===== src/rtl/pc_fetch_unit.sv =====
// PC register and single-outstanding instruction fetch stage for the RISC-V core.
// Optional misaligned-target fault: define PC_MISALIGN_FAULT_EN.
module pc_fetch_unit #(
    parameter int unsigned                DataWidth    = 32,
    parameter int unsigned                AddressWidth = 10,
    parameter logic [AddressWidth-1:0]    ResetPc      = '0
) (
    input  logic                    clk_i,
    input  logic                    rst_i,
    input  logic                    pc_src_mux_i,
    input  logic [AddressWidth-1:0] pc_target_i,
    input  logic                    retire_i,
    output logic                    imem_req_o,
    output logic [AddressWidth-1:0] imem_addr_o,
    input  logic                    imem_ready_i,
    input  logic                    imem_rvalid_i,
    input  logic [DataWidth-1:0]    imem_rdata_i,
    output logic [DataWidth-1:0]    instr_o,
    output logic                    instr_valid_o,
    output logic [AddressWidth-1:0] pc_o,
    output logic [AddressWidth-1:0] pc_plus4_o,
    output logic [31:0]             instret_o,
    output logic                    fault_o
);

    localparam int unsigned InstretWidth = 32;

    typedef enum logic [1:0] {
        StFetch,
        StWait,
        StHold,
        StFault
    } state_e;

    state_e                   state_q, state_d;
    logic [AddressWidth-1:0]  pc_q, pc_d;
    logic [DataWidth-1:0]     instr_q, instr_d;
    logic                     instr_valid_q, instr_valid_d;
    logic [InstretWidth-1:0]  instret_q, instret_d;
    logic [AddressWidth-1:0]  pc_plus4;
    logic [AddressWidth-1:0]  sel_pc;
`ifdef PC_MISALIGN_FAULT_EN
    logic                     fault_q, fault_d;
`endif

    assign pc_plus4 = pc_q + AddressWidth'(4);

    // Request is gated by rst_i so it stays low throughout reset.
    assign imem_req_o    = (state_q == StFetch) && !rst_i;
    assign imem_addr_o   = pc_q;
    assign pc_o          = pc_q;
    assign pc_plus4_o    = pc_plus4;
    assign instr_o       = instr_q;
    assign instr_valid_o = instr_valid_q;
    assign instret_o     = instret_q;
`ifdef PC_MISALIGN_FAULT_EN
    assign fault_o       = fault_q;
`else
    assign fault_o       = 1'b0;
`endif

    // State register
    always_ff @(posedge clk_i) begin
        if (rst_i) begin
            state_q       <= StFetch;
            pc_q          <= ResetPc;
            instr_q       <= '0;
            instr_valid_q <= 1'b0;
            instret_q     <= '0;
`ifdef PC_MISALIGN_FAULT_EN
            fault_q       <= 1'b0;
`endif
        end else begin
            state_q       <= state_d;
            pc_q          <= pc_d;
            instr_q       <= instr_d;
            instr_valid_q <= instr_valid_d;
            instret_q     <= instret_d;
`ifdef PC_MISALIGN_FAULT_EN
            fault_q       <= fault_d;
`endif
        end
    end

    // Next-state and datapath update
    always_comb begin
        state_d       = state_q;
        pc_d          = pc_q;
        instr_d       = instr_q;
        instr_valid_d = instr_valid_q;
        instret_d     = instret_q;
`ifdef PC_MISALIGN_FAULT_EN
        fault_d       = fault_q;
        sel_pc        = pc_src_mux_i ? pc_target_i : pc_plus4;
`else
        sel_pc        = pc_src_mux_i ? pc_target_i : pc_plus4;
        sel_pc[1:0]   = 2'b00;
`endif

        unique case (state_q)
            StFetch: begin
                if (imem_ready_i) begin
                    state_d = StWait;
                end
            end
            StWait: begin
                if (imem_rvalid_i) begin
                    instr_d       = imem_rdata_i;
                    instr_valid_d = 1'b1;
                    state_d       = StHold;
                end
            end
            StHold: begin
                if (retire_i) begin
                    instr_valid_d = 1'b0;
                    instret_d     = instret_q + InstretWidth'(1);
                    pc_d          = sel_pc;
                    state_d       = StFetch;
`ifdef PC_MISALIGN_FAULT_EN
                    if (sel_pc[1:0] != 2'b00) begin
                        state_d = StFault;
                        fault_d = 1'b1;
                    end
`endif
                end
            end
            StFault: begin
                state_d = StFault;
            end
            default: begin
                state_d = StFetch;
            end
        endcase
    end

endmodule

===== config.mk =====
export PLATFORM = sky130hd
export DESIGN_NAME = pc_fetch_unit
export DESIGN_NICKNAME = d
export VERILOG_FILES = /design/src/rtl/pc_fetch_unit.sv
export SDC_FILE = /design/constraint.sdc
export NUM_CORES = 1
export LEC_CHECK = 0
export ABC_AREA = 0
export ABC_CLOCK_PERIOD_IN_PS = 3100
export CAP_MARGIN = 20
export CORE_ASPECT_RATIO = 2
export CORE_UTILIZATION = 44
export CTS_BUF_LIST = sky130_fd_sc_hd__clkbuf_8
export DETAILED_ROUTE_END_ITERATION = 12
export PLACE_DENSITY = 0.8
export SETUP_SLACK_MARGIN = 0.3
export SYNTH_ARGS = -nofsm -noshare
export SYNTH_HDL_FRONTEND = slang
export SYNTH_SLANG_ARGS = --single-unit
export TNS_END_PERCENT = 30

===== constraint.sdc =====
create_clock -name clk_i -period 3.1 [get_ports clk_i]
set_clock_uncertainty 0.2 [all_clocks]
set_input_delay 0.62 -clock clk_i [delete_from_list [all_inputs] [get_ports clk_i]]
set_output_delay 0.62 -clock clk_i [all_outputs]
set_load 0.01 [all_outputs]

# [Word-level counts from Yosys, hierarchy flattened]
# Index checks and enable logic that the tools add are counted.
[totals] reg_bits=75 inputBits=48 out_inout_bits=97 elab_cells=29
[classes] n_addsub=2 eq_ne=6 muxes=8 n_reduce_logical=8
[ops] op="$add 32x1->32 const B" n=1
[ops] op="$add 10x3->10 const B" n=1
[ops] op="$mux 10" n=1
[ops] op="$pmux 2 s4" n=1
[ops] op="$mux 2" n=3
[ops] op="$ne 2x2->1 const B" n=3
[ops] op="$reduce_and 3->1" n=2
[ops] op="$eq 2x2->1 const B" n=2
[ops] op="$reduce_and 2->1" n=2
[ops] op="$eq 2x1->1 const B" n=1
[ops] op="$logic_not 2->1" n=1
[ops] op="$mux 1" n=2
[ops] op="$pmux 1 s2" n=1
[ops] op="$reduce_bool 2->1" n=1
[ops] op="$logic_and 1x1->1" n=1
[ops] op="$logic_not 1->1" n=1

# [Longest topological paths before layout]
[logic_depth] depth_word=3 ltp_mapped=8 mapped_depth_nobuf=6

# [Worst setup path before layout]
# OpenSTA, ideal clock, no wires.
[synth_path] path_kind="reg2reg" from="reg instret_q[3] (netlist: instret_o[3])" to="reg instret_q[31] (netlist: instret_o[31])" setup_ps=121 arrival_time_ps=2035 required_time_ps=2779 slack_ps=744 path_stages_with_launch=8 path_buffers=3 synth_period_minus_slack_ps=2356 cell_sequence="dfxtp_1 -> and4_1 -> buf_4 -> or4b_1 -> buf_2 -> buf_6 -> nor4_1 -> mux2_2"
[synth_via] elab_chain_len=1
[synth_lines] element="from (decl)" line_no="39" rtl="logic [InstretWidth-1:0] instret_q, instret_d;"
[synth_lines] element="from (signal assigned)" line_no="78" rtl="instret_q <= instret_d;"
[synth_lines] element="$add 32x1->32" line_no="116" rtl="instret_d = instret_q + InstretWidth'(1);"
# No other way between the ends.
# A chain may end at the register's enable or synchronous reset.

# [Worst setup path after layout]
[layout_path] from="reg pc_q[6] (netlist: imem_addr_o[6])" to="out pc_plus4_o[9]"
[layout_via] elab_chain_len=1
[layout_lines] element="from (decl)" line_no="36" rtl="logic [AddressWidth-1:0] pc_q, pc_d;"
[layout_lines] element="from (signal assigned)" line_no="66" rtl="pc_q <= ResetPc;"
[layout_lines] element="from (signal assigned)" line_no="75" rtl="pc_q <= pc_d;"
[layout_lines] element="$add 10x3->10" line_no="46" rtl="assign pc_plus4 = pc_q + AddressWidth'(4);"
[layout_lines] element="to (decl)" line_no="21" rtl="output logic [AddressWidth-1:0] pc_plus4_o,"
# No other way between the ends.

==> summary.md <==
| Metric | Value |
|---|---|
| Hold Crit Class | flop to flop |
| Synth async-reset ratio | 0 |
| Comb power frac | 0.178 |
| CTS buffer count | 9 |
| Seq/Total Area, Yosys | 0.441 |
| Fmax | 0.365 GHz |
| Largest net degree at the start of global routing | 78 |
| Critical Path RT | 2.28 ns |
| Gr usage total | 0.238 |
| Final critical-path required period | 2.74 ns |
| P&R area growth vs syn | 45.6% |
| Ys Warns | 0 |
| Max incr delay on CP | 0.56 ns |
| Detailed placer's ending HPWL | 6640 µm |
| Commonest non-fill, non-tap cell in the layout | clkdlybuf4s50_1 |
| Final hold viol count | 0 |
| Sw Share | 0.261 |
| Port bufs | 135 |
| Final GP Congestion | 0.799 |
| Via count | 3,428 |
| R2R Setup Slk | 0.52 ns |
| Leak | 0.00169 µW |
| Slowest CP cell | clkdlybuf4s50_1 |
| Hold Crit Depth | 2 |
| Critical path arrival | 1.92 ns |
| Hold_sp | instr_o[21] |
| Routed wire length per instance | 14.2 µm |
| #FFs+latches synth | 75 |
| P_int | 1600 µW |
| Psw | 565 µW |
| Die Ht | 126 µm |
| Max Root-Sink Buffers | 2 |
| Distinct cells, synth | 40 |
| VDD IR-drop max | 0.495 mV |
| Fin area | 4960 µm² |
| RSZ-0062 raised after global routing | true |
| DR WL met3 | 520 µm |
| Initial DRC Count | 146 |
| Final Max Tran Viols | 0 |
| DR WL met2 | 5110 µm |
| Crit start category | flop |
| Mapped Cells | 423 |
| Max-Cap Viols | 0 |
| # IOs | 145 |
| Clock network power share | 0.339 |
| Vias in the first global route | 3,339 |
| Initial antenna violation count | 0 |
| Worst Path Max Fanout | 6 |
| # nets final | 597 |
| Hold Path End | instr_o[21] |
| Met1 Routed Length | 3230 µm |
| Setup TNS | 0 ns |
| Antenna diode count | 0 |
| CTS Sinks | 75 |
| Final Setup Violations | 0 |
| Worst Path Buf+Inv | 1 |
| Post-synth EDFFs | 0 |
| Power share of the sequential group | 0.482 |
| DRC viols | 0 |
| Clock transition at path regs | 0.08 ns |
| PD cells | 436 nW/µm² |
| Util after Layout | 0.657 |
| Clk root buf | clkbuf_8 |
| Final ANT Viol Nets | 0 |
| Die X | 64.2 µm |
| CTS tree | done |
| Maximum level of the CTS H-tree | 3 |
| Via/cell ratio | 5.35 |
| Total congestion overflow | 0 |
| Worst slew pin tran | 0.812 ns |
| Placed Area | 4720 µm² |
| First-pass GRT wire length | 15,200 µm |
| CP Cell Sequence | nand3_1 > nor3_2 > xor2_1 > clkdlybuf4s50_1 |
| Area of the die | 8110 µm² |
| Period utilization | 0.883 |
| CORE AREA | 7540 µm² |
| Status | completed |
| Final WL | 9110 µm |
| CP delay by family, top | buffers and inverters |
| R2r startpoint | instret_o[9] |
| Reg2reg path depth | 4 |
| DR pass1 iterations | 7 |
| Post-Syn Area | 3400 µm² |
| Most frequent cells in the layout | 133 x clkdlybuf4s50_1, 86 x nand2_1, 72 x dfxtp_1 |
| Top Layer Used | met4 |
| Reg-to-reg endpoint | instret_o[20] |
| Layout cells sized above 1 | 0.0603 |
| Cell Rows | 45 |
| Avg Cell Area, Syn | 8.05 µm² |
| Setup crit end kind | output pin |
| Worst slew margin | 0.459 |
| Skew-Pair Late Insertion Delay | 0.35 ns |
| Initial Util | 0.451 |
| Setup CP Type | flop to output pin |
| Fillcell total | 676 |
| Post-synth top flop | dfxtp_1 |
## layer usage
| metal | global-route usage | vias up |
|---|---|---|
| met4 | 0.116 | 0 |
| met1 | 0.233 | 1605 |
| met3 | 0.0612 | 18 |
| li1 | - | 1688 |
| met2 | 0.446 | 117 |
| met5 | 0 | - |
## power by group through the flow
stage                     logic, µW  registers (µW)  clock network [µW]
after floorplan                 175            1080                   0
after global placement          376            1060                   0
after detailed placement        384            1070                   0
after CTS                       390            1040                 755
after global routing            424            1050                 789
final                           386            1040                 734
## per-stage QoR
stage                     worst slack, ns  cells  total power [µW]  hold WS, ns
after floorplan                     0.744    429              1260        0.270
after global placement              0.335    625              1440        0.242
after detailed placement            0.333    625              1450        0.247
after CTS                           0.306    640              2190        0.255
after global routing                0.287    641              2260        0.280
final                               0.362    641              2160        0.254
## cells by family after synthesis
family,after synthesis,share of synthesized area
and+or+nand+nor,180,0.257
AOI/OAI and AO/OA,95,0.160
DFF,75,0.441
buffers and inverters,49,0.0742
xor gates and xnor gates,15,0.0386
adders and majority gates,6,0.0221
muxes,2,0.00625
other,1,0.00110
## cell usage after synthesis (3+ instances only)
| cell type | instances | area [µm²] |
|---|---|---|
| nand2_1 | 86 | 323 |
| dfxtp_1 | 75 | 1500 |
| a21oi_1 | 59 | 295 |
| nor2_1 | 20 | 75.1 |
| clkbuf_1 | 19 | 71.3 |
| buf_4 | 16 | 120 |
| nand3_1 | 15 | 75.1 |
| o31ai_1 | 13 | 97.6 |
| nand4_1 | 12 | 75.1 |
| or4_1 | 12 | 90.1 |
| xor2_1 | 12 | 105 |
| o21ai_0 | 10 | 50.1 |
| inv_1 | 9 | 33.8 |
| or3_1 | 8 | 50.1 |
| and4_1 | 6 | 52.6 |
| ha_1 | 6 | 75.1 |
| nand2b_1 | 6 | 37.5 |
| and2_1 | 3 | 18.8 |
| buf_1 | 3 | 11.3 |
| nor3_1 | 3 | 15.0 |
| o21a_1 | 3 | 22.5 |
| or2_2 | 3 | 18.8 |
| xnor2_1 | 3 | 26.3 |
## worst min-delay path: cells and delay by family (launching register included)
kind / cells / cell delay, ns
compound gates: 1 / 0.05
simple gates: 1 / 0.05
flops: 1 / 0.31
## state kept, by name (all words and copies together) (netlist names)
name	cells
state_q	2
instr_valid_o	1
instret_o	32
instr_o	32
imem_addr_o	8
## area by class of cell
cell class              count  area [µm²]  area share
clock buffers              10         138      0.0278
repair buffers            143        1410       0.284
flip-flops and latches     75        1510       0.305
clock inverters             5        55.1      0.0111
inverters                   9        33.8     0.00681
multi-input cells         305        1700       0.342
well taps                  94         118      0.0237
## what timing repair did
item,in CTS,in global routing
hold buffers,0,0
resized for setup,9,1
setup endpoints to repair,4,2
setup buffers,0,1
## how the worst max path moves through the flow
stage                          endpoint            from  cells after the start
after global routing      pc_plus4_o[9]  imem_addr_o[6]                      4
after floorplan           instret_o[31]    instret_o[3]                      7
after global placement    instret_o[31]        retire_i                      5
after detailed placement  instret_o[31]        retire_i                      5
after CTS                 pc_plus4_o[8]  imem_addr_o[2]                      5
final                     pc_plus4_o[9]  imem_addr_o[6]                      4
(Power assumes the default switching activity.)
